**config.mk**
```make
export PLATFORM = sky130hd
export DESIGN_NAME = ascon_permutation
export DESIGN_NICKNAME = d
export VERILOG_FILES = /design/src/rtl/ascon_permutation.sv
export SDC_FILE = /design/constraint.sdc
export NUM_CORES = 2
export LEC_CHECK = 0
export ABC_AREA = 1
export CORE_ASPECT_RATIO = 1.75
export CORE_UTILIZATION = 25
export CTS_BUF_LIST = sky130_fd_sc_hd__clkbuf_8
export CTS_CLUSTER_DIAMETER = 40
export DETAILED_ROUTE_END_ITERATION = 16
export GPL_TIMING_DRIVEN = 0
export PLACE_DENSITY = 0.48
export SKIP_CTS_REPAIR_TIMING = 1
export SYNTH_ARGS = -nofsm -noshare
export SYNTH_HDL_FRONTEND = slang
export SYNTH_SLANG_ARGS = --single-unit
```
**constraint.sdc**
```tcl
create_clock -name clk -period 24.7 [get_ports clk]
set_input_delay 2.47 -clock clk [delete_from_list [all_inputs] [get_ports clk]]
set_output_delay 2.47 -clock clk [all_outputs]
set_load 0.01 [all_outputs]
```
**src/rtl/ascon_permutation.sv**
```systemverilog
// rtl/ascon_permutation.sv - Iterative Ascon permutation p^a / p^b, one round per clock
//
// Ports:
//   clk        rising-edge clock
//   rst        asynchronous active-high reset
//   start      request a permutation (taken only while ready=1)
//   rounds     round count 0..15, sampled with start, clamped to MAX_ROUNDS
//   state_in   320-bit input state {x0,x1,x2,x3,x4}, x0 in [319:256]
//   ready      idle and able to accept start
//   busy       rounds are executing
//   done       one-cycle pulse, state_out holds the result
//   state_out  permuted state, stable from done until the next accepted start

module ascon_permutation #(
  parameter int MAX_ROUNDS = 12
) (
  input  logic         clk,
  input  logic         rst,
  input  logic         start,
  input  logic [3:0]   rounds,
  input  logic [319:0] state_in,
  output logic         ready,
  output logic         busy,
  output logic         done,
  output logic [319:0] state_out
);

  localparam logic [1:0] S_IDLE = 2'd0;
  localparam logic [1:0] S_RUN  = 2'd1;
  localparam logic [1:0] S_FIN  = 2'd2;

  logic [1:0]   fsm;
  logic [63:0]  x0, x1, x2, x3, x4;
  logic [3:0]   idx;
  logic [3:0]   rcnt;
  logic [3:0]   rcnt_req;
  logic [319:0] round_out;

  function automatic logic [63:0] ror64(input logic [63:0] v, input int unsigned n);
    return (v >> n) | (v << (64 - n));
  endfunction

  function automatic logic [319:0] ascon_round(input logic [319:0] s, input logic [3:0] i);
    logic [63:0] a0, a1, a2, a3, a4;
    logic [63:0] t0, t1, t2, t3, t4;
    a0 = s[319:256];
    a1 = s[255:192];
    a2 = s[191:128];
    a3 = s[127:64];
    a4 = s[63:0];
    // Round constant, 8-bit wraparound arithmetic.
    a2[7:0] = a2[7:0] ^ (8'hF0 - 8'd15 * {4'd0, i});
    // Bitsliced 5-bit S-box.
    a0 = a0 ^ a4;
    a4 = a4 ^ a3;
    a2 = a2 ^ a1;
    t0 = ~a0 & a1;
    t1 = ~a1 & a2;
    t2 = ~a2 & a3;
    t3 = ~a3 & a4;
    t4 = ~a4 & a0;
    a0 = a0 ^ t1;
    a1 = a1 ^ t2;
    a2 = a2 ^ t3;
    a3 = a3 ^ t4;
    a4 = a4 ^ t0;
    a1 = a1 ^ a0;
    a0 = a0 ^ a4;
    a3 = a3 ^ a2;
    a2 = ~a2;
    // Linear diffusion layer.
    a0 = a0 ^ ror64(a0, 19) ^ ror64(a0, 28);
    a1 = a1 ^ ror64(a1, 61) ^ ror64(a1, 39);
    a2 = a2 ^ ror64(a2, 1)  ^ ror64(a2, 6);
    a3 = a3 ^ ror64(a3, 10) ^ ror64(a3, 17);
    a4 = a4 ^ ror64(a4, 7)  ^ ror64(a4, 41);
    return {a0, a1, a2, a3, a4};
  endfunction

  always_comb begin
    rcnt_req = (rounds > 4'(MAX_ROUNDS)) ? 4'(MAX_ROUNDS) : rounds;
  end

  always_comb begin
    round_out = ascon_round({x0, x1, x2, x3, x4}, idx);
  end

  assign ready = (fsm == S_IDLE);
  assign busy  = (fsm == S_RUN);
  assign done  = (fsm == S_FIN);

  always_ff @(posedge clk or posedge rst) begin
    if (rst) begin
      fsm       <= S_IDLE;
      x0        <= '0;
      x1        <= '0;
      x2        <= '0;
      x3        <= '0;
      x4        <= '0;
      idx       <= '0;
      rcnt      <= '0;
      state_out <= '0;
    end else begin
      case (fsm)
        S_IDLE: begin
          if (start) begin
            {x0, x1, x2, x3, x4} <= state_in;
            rcnt <= rcnt_req;
            // Shorter permutations use the tail of the 12-constant sequence.
            idx  <= 4'd12 - rcnt_req;
            if (rcnt_req == 4'd0) begin
              fsm       <= S_FIN;
              state_out <= state_in;
            end else begin
              fsm <= S_RUN;
            end
          end
        end
        S_RUN: begin
          {x0, x1, x2, x3, x4} <= round_out;
          idx  <= idx + 4'd1;
          rcnt <= rcnt - 4'd1;
          if (rcnt == 4'd1) begin
            fsm       <= S_FIN;
            state_out <= round_out;
          end
        end
        S_FIN: begin
          fsm <= S_IDLE;
        end
        default: begin
          fsm <= S_IDLE;
        end
      endcase
    end
  end

endmodule

```
==> results_dict.tcl <==
set metrics [dict create \
    synthAdderAreaFrac_pct 4.31 \
    min_path_type "reg2reg" \
    io_pins 650 \
    antenna_left 0 \
    syn_nets 6819 \
    yosysWarningCount 0 \
    finalWirelength_um 314000 \
    worst_slew_pin_slew_ns 1.57 \
    drt_iter0_drc 4557 \
    area_delta_synth_final_pct 28.5 \
    synth_mux_area_share_pct 0 \
    die-area_um2 182000 \
    port_buffers 649 \
    num_vias 48800 \
    track_usage_pct 33.9 \
    synth_xor_area_share_pct 10.6 \
    worst_path_dominant_cell_family "buffers and inverters" \
    rows 205 \
    cts-root-buf "clkbuf_8" \
    syn_inst 6340 \
    violations "capacitance limit, slew limit" \
    synth-async-reset-ratio_pct 100 \
    required_ns 22.23 \
    yosysUniqueCellTypes 30 \
    worstPathArrival_ns 5.34 \
    synth_compound_area_share_pct 7.23 \
    end_kind "primary output" \
    gp_congestion 1.05 \
    viasPerCell 5.05 \
    setup_slack_ns 16.89 \
    max-slew-margin-rel_pct -5.00 \
    slew_violations 15 \
    fmax_mhz 128 \
    design_area_um2 57800 \
    netlist_area_um2 45000 \
    crit_top_cell "clkbuf_1" \
    initial_core_util_pct 25.2 \
    cpMaxStageDelayCell "clkbuf_1" \
    grt_max_degree 119 \
    post_dp_cell_area_um2 55000 \
    ys_dominant_reg_cell "dfrtp_1" \
    place_hpwl_um 268000 \
    layout-drive-gt1-share_pct 8.15 \
    maxCapViolCount 3 \
    clk_pin_slew_ns 0.06 \
    min_period_ns 7.81 \
    synth-seq-cells 650 \
    synth-simple-area-share_pct 35.1 \
    finalSetupViolations 0 \
    cts_tree "yes" \
    first_pass_iters 6 \
    rsz0062_at_grt "false" \
    cts_made_buffers 140 \
    insertion_delay_ns 0.94 \
    wl_per_cell_um 32.5 \
    coreArea_um2 179000 \
    dieWidth_um 323 \
    place_ws_ns 17.49 \
    synth_top_family_by_area "simple AND/OR/NAND/NOR gates" \
    clk_path_buf_depth 4 \
    first_global_vias 47600 \
    overflow 0 \
    path_cells "inv_2 > nor2_4 > buf_2 > clkbuf_1 > clkbuf_1 > clkdlybuf4s50_1" \
    grt_pass1_wl_um 412000 \
    nets 7638 \
    holdWs_ns 0.477 \
    hold_violations 0 \
    worst-path-buf-inv 5 \
    cp-start-kind "flip-flop" \
    drc 0 \
    outcome "complete, but fails checks" \
    die_y_um 563 \
    crit_fanout 11 \
    max_stage_delay_ns 0.98 \
    avgSynthCellArea_um2 7.10 \
    clock_skew_ns 0.115 \
    synth-edff-count 0 \
    min_period_over_period_pct 31.6 \
    numClockSinks 650 \
    cts.htree.levels 4 \
    antenna_found_initial 35 \
    critPathKind "reg2out" \
    ys_seq_area_share_pct 36.1 \
]
## stage by stage
stage	setup TNS [ns]	std cells	util, %
floorplan	0	6340	-
global placement	-4275.79	9369	30.5
detailed placement	0	9394	30.8
CTS	0	9627	32.3
global route	0	9664	32.4
finish	0	9677	32.4
## cell usage after synthesis, types with 13 or more instances
library cell	n	share of area, %
xnor2_1	179	3.5
or2_2	272	3.8
o21bai_1	51	0.85
buf_1	22	0.18
buf_2	45	0.50
nand3b_1	25	0.42
dfrtp_1	650	36
nand3_1	1013	11
inv_1	526	4.4
clkbuf_1	124	1.0
nand4_1	42	0.58
xor2_1	364	7.1
nand2_1	2267	19
ha_1	147	4.1
o21ai_0	537	6.0
o211ai_1	13	0.22
## registers in the layout, summed over array words and instances, names as in the netlist
name / cells
state_out: 320
x0: 64
x1: 64
x2: 64
x3: 64
x4: 64
idx: 4
rcnt: 4
fsm: 2
## routing by layer
layer  part of all wire [%]  global-route usage (%)  up-vias
li1                       -                       -    22100
met1                     36                    37.5    23900
met2                     46                    54.9     2194
met3                    5.8                    4.62      653
met4                     12                    33.9       14
met5                  0.027                       0        -
## cell usage in the layout (no fill, tap or decap), types with 20 or more instances in the layout
master	count
dfrtp_1	650
nand3b_1	25
nand3_1	1013
buf_1	22
clkbuf_8	161
o21ai_0	524
clkdlybuf4s50_1	649
clkbuf_1	122
o21bai_1	51
diode_2	47
nand4_1	42
buf_4	20
buf_2	45
or2_2	272
nand2_1	2267
ha_1	147
xor2_1	361
xnor2_1	174
inv_1	556
## final timing paths
check | endpoint | depth (start not counted) | startpoint | slack [ns]
worst max-delay path | busy | 6 | fsm[0] | 16.89
worst min register to register | state_out[279] | 2 | state_out[279] | 0.48
worst min-delay path | state_out[279] | 2 | state_out[279] | 0.48
worst max register to register | x3[6] | 22 | idx[2] | 17.80
max in group asynchronous | x0[42] | 5 | rst | 20.67
min in group asynchronous | state_out[135] | 2 | rst | 1.96
## logic make-up (layout without fill, tap and decap cells)
kind of cell             Yosys count  in the layout
AO/OA/AOI/OAI                    616            616
adder cells (fa/ha/maj)          152            152
buffers and inverters            745           1655
flip-flops                       650            650
AND/OR/NAND/NOR                 3632           3632
other                              0             47
XOR/XNOR                         545            545
## worst min-delay path, delay by kind of cell (launching register included)
| kind | cells | cell delay [ns] |
|---|---|---|
| flops | 1 | 0.34 |
| simple gates | 2 | 0.10 |
## area by class of cell
class,count,area (um2)
flip-flops and latches,650,16300
multi-input cells,4945,25800
fillers,19700,121000
well taps,2380,2980
repair buffers,677,6910
diodes,47,118
plain buffers,214,990
inverters,531,2000
clock buffers,160,2200
clock inverters,73,542
Power is not shown: default switching activity piles up to over one toggle a cycle in this logic, so the estimate is an artifact.
